## config.mk

```make
export PLATFORM = sky130hd
export DESIGN_NAME = muldiv_unit
export DESIGN_NICKNAME = d
export VERILOG_FILES = /design/src/rtl/muldiv_unit.sv
export SDC_FILE = /design/constraint.sdc
export NUM_CORES = 1
export LEC_CHECK = 0
export ABC_AREA = 1
export CAP_MARGIN = 5
export CORE_ASPECT_RATIO = 2
export CORE_UTILIZATION = 35
export DETAILED_ROUTE_END_ITERATION = 10
export PLACE_DENSITY_LB_ADDON = 0.1
export SYNTH_ARGS = -nofsm -noshare
export SYNTH_HDL_FRONTEND = slang
export SYNTH_SLANG_ARGS = --single-unit
```

## constraint.sdc

```tcl
create_clock -name clk -period 2.8 [get_ports clk]
set_input_delay 0.56 -clock clk [delete_from_list [all_inputs] [get_ports clk]]
set_output_delay 0.56 -clock clk [all_outputs]
set_load 0.05 [all_outputs]
```

## src/rtl/muldiv_unit.sv

```systemverilog
// Iterative RV32M multiply/divide unit: radix-2 shift-add multiply, restoring divide.
// Optional MULDIV_EARLY_OUT_EN: trivial cases (div by zero, signed overflow, zero multiply) skip the iteration.
module muldiv_unit #(
   parameter int unsigned XLEN = 32
) (
   input  logic            clk,
   input  logic            rst_n,
   input  logic            valid,
   input  logic [2:0]      funct3,
   input  logic [XLEN-1:0] op_a,
   input  logic [XLEN-1:0] op_b,
   input  logic            flush,
   output logic            busy,
   output logic            done,
   output logic [XLEN-1:0] result
);

   localparam int unsigned CW = $clog2(XLEN);

   typedef enum logic [1:0] {IDLE, CALC, FIN} state_t;

   state_t              state;
   logic [CW-1:0]       cnt;
   logic [2:0]          f3_q;
   logic [XLEN-1:0]     opnd;
   logic [XLEN-1:0]     a_raw;
   logic [2*XLEN-1:0]   prod;
   logic                neg_q, neg_r, b_zero, ovf, mul_zero;

   logic                a_sgn, b_sgn, a_neg, b_neg;
   logic [XLEN-1:0]     a_mag, b_mag;
   logic                in_ovf;
   logic [XLEN:0]       mul_sum, r_sh, diff;
   logic [2*XLEN-1:0]   prod_step, mul_p;
   logic [XLEN-1:0]     quo, rem, fin_res;
`ifdef MULDIV_EARLY_OUT_EN
   logic                early;
`endif

   always_comb begin
      a_sgn  = (funct3 == 3'b001) || (funct3 == 3'b010) || (funct3 == 3'b100) || (funct3 == 3'b110);
      b_sgn  = (funct3 == 3'b001) || (funct3 == 3'b100) || (funct3 == 3'b110);
      a_neg  = a_sgn & op_a[XLEN-1];
      b_neg  = b_sgn & op_b[XLEN-1];
      a_mag  = a_neg ? -op_a : op_a;
      b_mag  = b_neg ? -op_b : op_b;
      in_ovf = funct3[2] & ~funct3[0] & (op_a == {1'b1, {(XLEN-1){1'b0}}}) & (op_b == '1);
`ifdef MULDIV_EARLY_OUT_EN
      early  = funct3[2] ? ((op_b == '0) | in_ovf) : ((op_a == '0) | (op_b == '0));
`endif

      // prod holds {acc, multiplier} for multiply and {remainder, dividend/quotient} for divide
      mul_sum = {1'b0, prod[2*XLEN-1:XLEN]} + (prod[0] ? {1'b0, opnd} : '0);
      r_sh    = {prod[2*XLEN-1:XLEN], prod[XLEN-1]};
      diff    = r_sh - {1'b0, opnd};
      if (!f3_q[2])
         prod_step = {mul_sum, prod[XLEN-1:1]};
      else if (!diff[XLEN])
         prod_step = {diff[XLEN-1:0], prod[XLEN-2:0], 1'b1};
      else
         prod_step = {r_sh[XLEN-1:0], prod[XLEN-2:0], 1'b0};

      mul_p = neg_q ? -prod : prod;
      quo   = neg_q ? -prod[XLEN-1:0] : prod[XLEN-1:0];
      rem   = neg_r ? -prod[2*XLEN-1:XLEN] : prod[2*XLEN-1:XLEN];
      if (b_zero) begin
         quo = '1;
         rem = a_raw;
      end else if (ovf) begin
         quo = {1'b1, {(XLEN-1){1'b0}}};
         rem = '0;
      end
      case (f3_q)
         3'b000:                 fin_res = mul_p[XLEN-1:0];
         3'b001, 3'b010, 3'b011: fin_res = mul_p[2*XLEN-1:XLEN];
         3'b100, 3'b101:         fin_res = quo;
         default:                fin_res = rem;
      endcase
      if (mul_zero && !f3_q[2])
         fin_res = '0;
   end

   always_ff @(posedge clk or negedge rst_n) begin
      if (!rst_n) begin
         state    <= IDLE;
         cnt      <= '0;
         f3_q     <= '0;
         opnd     <= '0;
         a_raw    <= '0;
         prod     <= '0;
         neg_q    <= 1'b0;
         neg_r    <= 1'b0;
         b_zero   <= 1'b0;
         ovf      <= 1'b0;
         mul_zero <= 1'b0;
         busy     <= 1'b0;
         done     <= 1'b0;
         result   <= '0;
      end else begin
         done <= 1'b0;
         if (flush) begin
            state <= IDLE;
            busy  <= 1'b0;
         end else begin
            case (state)
               IDLE: if (valid) begin
                  f3_q     <= funct3;
                  a_raw    <= op_a;
                  opnd     <= funct3[2] ? b_mag : a_mag;
                  prod     <= {{XLEN{1'b0}}, (funct3[2] ? a_mag : b_mag)};
                  neg_q    <= a_neg ^ b_neg;
                  neg_r    <= a_neg;
                  b_zero   <= (op_b == '0);
                  ovf      <= in_ovf;
                  mul_zero <= (op_a == '0) | (op_b == '0);
`ifdef MULDIV_EARLY_OUT_EN
                  cnt      <= early ? '0 : CW'(XLEN-1);
`else
                  cnt      <= CW'(XLEN-1);
`endif
                  busy     <= 1'b1;
                  state    <= CALC;
               end
               CALC: begin
                  prod <= prod_step;
                  cnt  <= cnt - 1'b1;
                  if (cnt == '0)
                     state <= FIN;
               end
               FIN: begin
                  result <= fin_res;
                  done   <= 1'b1;
                  busy   <= 1'b0;
                  state  <= IDLE;
               end
               default: state <= IDLE;
            endcase
         end
      end
   end

endmodule

```

==> results.cfg, run 1 <==
[run_status]
violations = negative setup slack
status = finished, violations left

[cts]
clk_pin_slew_ns = 0.08
root_buffer = clkbuf_16
h-tree-depth = 4
cts_tree = yes
ctsHoldBuffers = 0
clk_latency_ns = 0.49
clock-sinks = 177
numCtsBuffers = 17
cts_buffer_depth = 2

[sta]
worst_pin_slew_ns = 1.13
clock_skew_ns = 0.0166
timing.slew.headroom = 0.246
slew_violations = 0
rsz0062_at_grt = yes
final.min_clock_period_ns = 2.84
fmax_ghz = 0.353
fin_crit_sh = 1.01
finalHoldViolations = 0
fin_ws_ns = -0.0362
setup_viol_count_final = 2

[setup_path]
path_class = flop to flop
rrSetupSlack_ns = -0.04
reg2reg_from = opnd[28]
ff2ff_path_depth = 15
start_kind = flop
endpoint_kind = flop
cp.required_ns = 3.17
worstReg2RegEnd = prod[37]
arrival_ns = 3.21
path_max_fanout = 25

[pwr]
ir_worst_vdd_mv = 0.539
p_per_area_nw_per_um2 = 984
p_total_uw = 24900
leakagePower_uw = 0.0132

[placement]
dp.cells = 4525
place.gp.congestion = 1.10
port_buffers = 104
dpl_cell_area_um2 = 24000
hpwl_um = 99200
dp_slack_ns = -0.279

[floorplan]
start_util = 0.354
row_count = 122
ios = 105
die_area_um2 = 56900
core-area_um2 = 55300
die_x_um = 169
die_h_um = 336

[route]
postRouteAntennaNets = 0
remaining_drc_errors = 0
first_pass_iters = 6
routed_wirelength_um = 123000
viasPerCell = 5.57
routedWlPerCell_um = 27.0
drt_iter0_drc = 2381
dr_total_vias = 25500

[yosys]
synth_top_family_by_area = simple AND/OR/NAND/NOR gates
synth_cell_types = 55
yosysWarningCount = 0
ys_ff_latch = 177
syn_inst = 3410
synth_fa_ha_area_frac = 0.0475
synthMuxAreaShare = 0
synth_compound_area_frac = 0.148
synth_xor_area_frac = 0.0287
yosys.area_share.simple = 0.429
avgSynthCellArea_um2 = 5.73
ys_seq_area_frac = 0.227
netlist_area_um2 = 19500
synth_nets = 3554

[grt]
grtUsageTotal = 0.439
antenna_found_initial = 11
grt_pass1_vias = 25300
grt_max_degree = 64
overflow = 0
grt_pass1_wl_um = 176000

[layout]
syn_to_final_growth_pct = 29.6
regArea_um2 = 4440
multiInputGateArea_um2 = 13400
nNetsFinal = 3956
finalInstanceArea_um2 = 25300
fin_util = 0.458
drive_above_1_share = 0.169
instances_no_fill = 4570
num-fill-cells = 6104

[job]
maxCapViolations = 0

[worst_hold_path]
hold_class = input pin to async pin
sequential cells by signal, summed over array words and instances, names as in the netlist, 2 cells and up:
name and cells:
prod 64, a_raw 32, opnd 32, result 32, cnt 5, state 2
f3_q 3
kinds of logic after synthesis:
family | Yosys count
AO/OA/AOI/OAI | 519
XOR/XNOR | 64
adder cells (fa/ha/maj) | 73
AND/OR/NAND/NOR | 1973
flip-flops | 177
buffers and inverters | 604
per-layer routing:
layer  GRT usage  vias to the layer above  share of wire
met2       0.759                     1356           0.48
met4       0.511                       16           0.15
li1            -                    11700              -
met1       0.392                    11700           0.30
met3      0.0993                      656          0.068
met5           0                        -        0.00095
report_power, final:
group	switching [µW]	internal, µW
Sequential	923	3100
Combinational	12300	6040
Clock	1370	1200
Total	14600	10300
through the flow:
stage | TNS, ns | hold slack [ns]
after floorplan | 0 | 0.264
after global placement | -3.75 | 0.456
after detailed placement | -3.20 | 0.463
after CTS | 0 | 0.0701
after global routing | -0.582 | 0.109
final | -0.0575 | 0.0796
cells in the final DEF (no fill, tap or decap), types with 8 or more instances in the layout:
cell and count:
o21ai_0 170, buf_4 374, o211ai_1 38, a31oi_1 12
ha_2 8, xor2_1 42, nand2_2 68, ha_4 10
inv_1 472, o21ai_1 23, dfrtp_1 169, nor2_1 326
nand2_1 1066, clkdlybuf4s50_1 103, nand3_1 334, nand4_1 49
nand3b_1 11, a22oi_1 18, buf_12 13, a21oi_2 21
nor3_1 29, clkbuf_16 18, xnor2_1 17, nor2_4 8
o221ai_1 12, inv_2 20, ha_1 53, nor2_2 25
a21oi_1 197, nand3_2 13, nand2_4 12
synth_stat cells (all sizes together):
library cell,n,area (µm²)
a211o,2,17.5
a21boi,2,15.0
a21o,3,22.5
a21oi,221,1130
a22oi,18,135
a31oi,12,75.1
and2,3,21.3
and3,1,6.26
buf,35,213
clkbuf,75,283
dfrtp,177,4430
fa,2,40.0
ha,71,888
inv,494,1860
nand2,1149,4440
nand2b,1,6.26
nand3,350,1810
nand3b,11,82.6
nand4,49,307
nor2,359,1430
nor3,33,188
nor4,7,43.8
o2111a,1,11.3
o211ai,38,285
o21a,3,22.5
o21ai,196,985
o21bai,8,60.1
o221ai,12,105
o22ai,1,6.26
o31ai,2,15.0
or2,8,50.1
or3,2,12.5
xnor2,19,166
xor2,45,394
how the worst max path moves through the flow:
stage	from	end	depth (start not counted)
after global placement	op_a[0]	opnd[22]	14
after detailed placement	op_a[0]	opnd[22]	14
after floorplan	prod[0]	prod[61]	19
after global routing	opnd[23]	prod[37]	15
final	opnd[28]	prod[37]	15
after CTS	prod[0]	prod[56]	17
critical path, stage by stage (launching register included):
cell,delay [ns]
dfrtp_1,0.45
inv_1,0.17
ha_1,0.39
nand2_2,0.19
nor2_1,0.07
nand2_1,0.10
nand2_1,0.10
a21oi_4,0.24
nand2_4,0.09
nand2_2,0.13
nand2_8,0.21
nor2_2,0.17
buf_4,0.16
nand2_1,0.08
nand3b_1,0.11
nand2_1,0.05
repair_timing:
item                                    CTS  global route
cloned                                    0             1
gates resized for setup                  13           146
pin swaps                                 0            10
endpoints found under the setup margin    5            56
setup buffers                             0            10
layout make-up:
type,instances,share of cell area
multi-input cells,2629,0.527
flip-flops and latches,177,0.175
repair buffers,493,0.164
inverters,494,0.0735
well taps,744,0.0367
clock buffers,17,0.0168
clock inverters,15,0.00647
diodes,1,0.0000988
Power figures use the tool's default switching activity.
==> run 2: changes to the inputs <==
--- a/config.mk
+++ b/config.mk
@@ -9,8 +9,10 @@
 export CAP_MARGIN = 5
 export CORE_ASPECT_RATIO = 2
 export CORE_UTILIZATION = 35
+export CTS_CLUSTER_SIZE = 14
 export DETAILED_ROUTE_END_ITERATION = 10
 export PLACE_DENSITY_LB_ADDON = 0.1
+export RECOVER_POWER = 50
 export SYNTH_ARGS = -nofsm -noshare
 export SYNTH_HDL_FRONTEND = slang
 export SYNTH_SLANG_ARGS = --single-unit
==> results.cfg, run 2 (synthesis results as in run 1) <==
[floorplan]
die_x_um = 169
row_count = 122
ios = 105
start_util = 0.354
die_area_um2 = 56900
core-area_um2 = 55300
die_h_um = 336

[cts]
h-tree-depth = 4
root_buffer = clkbuf_16
cts_buffer_depth = 2
cts_tree = yes
clk_pin_slew_ns = 0.08
numCtsBuffers = 17
clk_latency_ns = 0.49
clock-sinks = 177

[route]
drt_iter0_drc = 2384
first_pass_iters = 6
viasPerCell = 5.58
routedWlPerCell_um = 27.0
remaining_drc_errors = 0
routed_wirelength_um = 123000
postRouteAntennaNets = 0
dr_total_vias = 25500

[placement]
hpwl_um = 99200
place.gp.congestion = 1.10
dp.cells = 4525
port_buffers = 104
dp_slack_ns = -0.279

[pwr]
p_per_area_nw_per_um2 = 986
clkPwrFrac = 0.103
leakagePower_uw = 0.0132
p_sw_uw = 14600
ir_worst_vdd_mv = 0.532
netSwitchingFraction = 0.586
p_int_uw = 10300
combPwrFrac = 0.736
pwr-share-seq = 0.161

[setup_path]
cp.required_ns = 3.16
path_max_fanout = 25
path_class = flop to flop
reg2reg_from = opnd[28]
arrival_ns = 3.20
crit_start = opnd[28]
endpoint_kind = flop
start_kind = flop

[layout]
num-fill-cells = 6115
top_register = prod
layout_common_cells = nand2_1 (1066), inv_1 (472), buf_4 (373), nand3_1 (334), nor2_1 (327)
drive_above_1_share = 0.169
syn_to_final_growth_pct = 29.3
instances_no_fill = 4570
mostFrequentLayoutCell = nand2_1
nNetsFinal = 3956
largest_reg_flops = 64
fin_util = 0.457

[sta]
finalHoldViolations = 0
fin_crit_sh = 1.01
worst_pin_slew_ns = 1.77
clock_skew_ns = 0.0180
fin_ws_ns = -0.0316
slew_violations = 59
timing.slew.headroom = -0.182
fmax_ghz = 0.353
whs_ns = 0.472
rsz0062_at_grt = yes
setup_viol_count_final = 2
final.min_clock_period_ns = 2.83

[grt]
antenna_found_initial = 11
overflow = 0
grtUsageTotal = 0.439
grt_pass1_vias = 25300
grt_max_degree = 64
use_met2 = 0.759
grt_pass1_wl_um = 176000
grt_use_met1 = 0.392
grt_util_met3 = 0.0993
top_usage_layer = met2

[job]
maxCapViolations = 1

[worst_hold_path]
min_from = busy
hold_class = flop to flop

[run_status]
status = finished, violations left
violations = max-capacitance violations, max-slew violations, negative setup slack
==> run 2: cell types whose count changed in the layout (fill, tap and decap cells not counted) <==
| cell | delta |
|---|---|
| buf_12 | -2 |
| clkbuf_2 | +2 |
| clkbuf_4 | +2 |
| buf_4 | -1 |
| clkbuf_8 | -1 |
| clkdlybuf4s50_1 | -1 |
| clkinv_1 | +1 |
| dlygate4sd3_1 | +1 |
| inv_2 | -1 |
| nor2_1 | +1 |
| nor2_2 | -1 |
| nor3_1 | +1 |
| nor3_4 | -1 |
==> run 2: path summary, 6_finish.rpt <==
path / endpoint / cells past startpoint / slack [ns]
min in group asynchronous: prod[0] / 1 / 0.54
max in group asynchronous: prod[56] / 2 / 0.44
min: busy / 2 / 0.47
max reg2reg: prod[37] / 15 / -0.03
max: prod[37] / 15 / -0.03
min reg2reg: busy / 2 / 0.47
==> run 2: stage by stage <==
step	total power, µW	TNS, ns	area [µm²]
global placement	20500	-3.75	24000
finish	24900	-0.0466	25300
detailed placement	20500	-3.20	24000
CTS	23200	0	24700
floorplan	12700	0	19500
global route	26100	-0.582	25300
==> run 2: timing repair <==
action	in CTS	in global routing
setup buffers	0	10
cloned	0	1
pin swaps	0	10
endpoints found under the hold margin	0	0
hold buffers	0	0
endpoints found under the setup margin	5	56
gates resized for setup	13	146
==> run 2: cell type report <==
cell class | instances | area (µm²) | share of cell area
clock inverters | 15 | 164 | 0.00648
clock buffers | 17 | 425 | 0.0168
repair buffers | 493 | 4110 | 0.163
inverters | 494 | 1860 | 0.0736
well taps | 744 | 931 | 0.0368
diodes | 1 | 2.50 | 0.0000990
multi-input cells | 2629 | 13300 | 0.528
flip-flops and latches | 177 | 4440 | 0.176
==> run 2: power groups by stage <==
stage	Sequential (µW)	Clock [µW]	Combinational (µW)
after floorplan	3660	0	9060
after global placement	3960	0	16600
after detailed placement	3970	0	16500
after CTS	3930	2580	16700
after global routing	4000	2660	19500
final	4020	2560	18400
==> run 2: per-layer routing <==
layer  vias to the layer above  part of all wire
met5                         -           0.00087
met4                        16              0.15
met3                       647             0.068
met2                      1385              0.48
met1                     11700              0.30
li1                      11700                 -
==> run 2: critical path, cell delays in order (launching register included) <==
cell      delay (ns)
dfrtp_1         0.45
inv_1           0.17
ha_1            0.39
nand2_2         0.19
nor2_1          0.07
nand2_1         0.10
nand2_1         0.10
a21oi_4         0.23
nand2_4         0.09
nand2_2         0.13
nand2_8         0.21
nor2_2          0.17
buf_4           0.16
nand2_1         0.08
nand3b_1        0.11
nand2_1         0.05
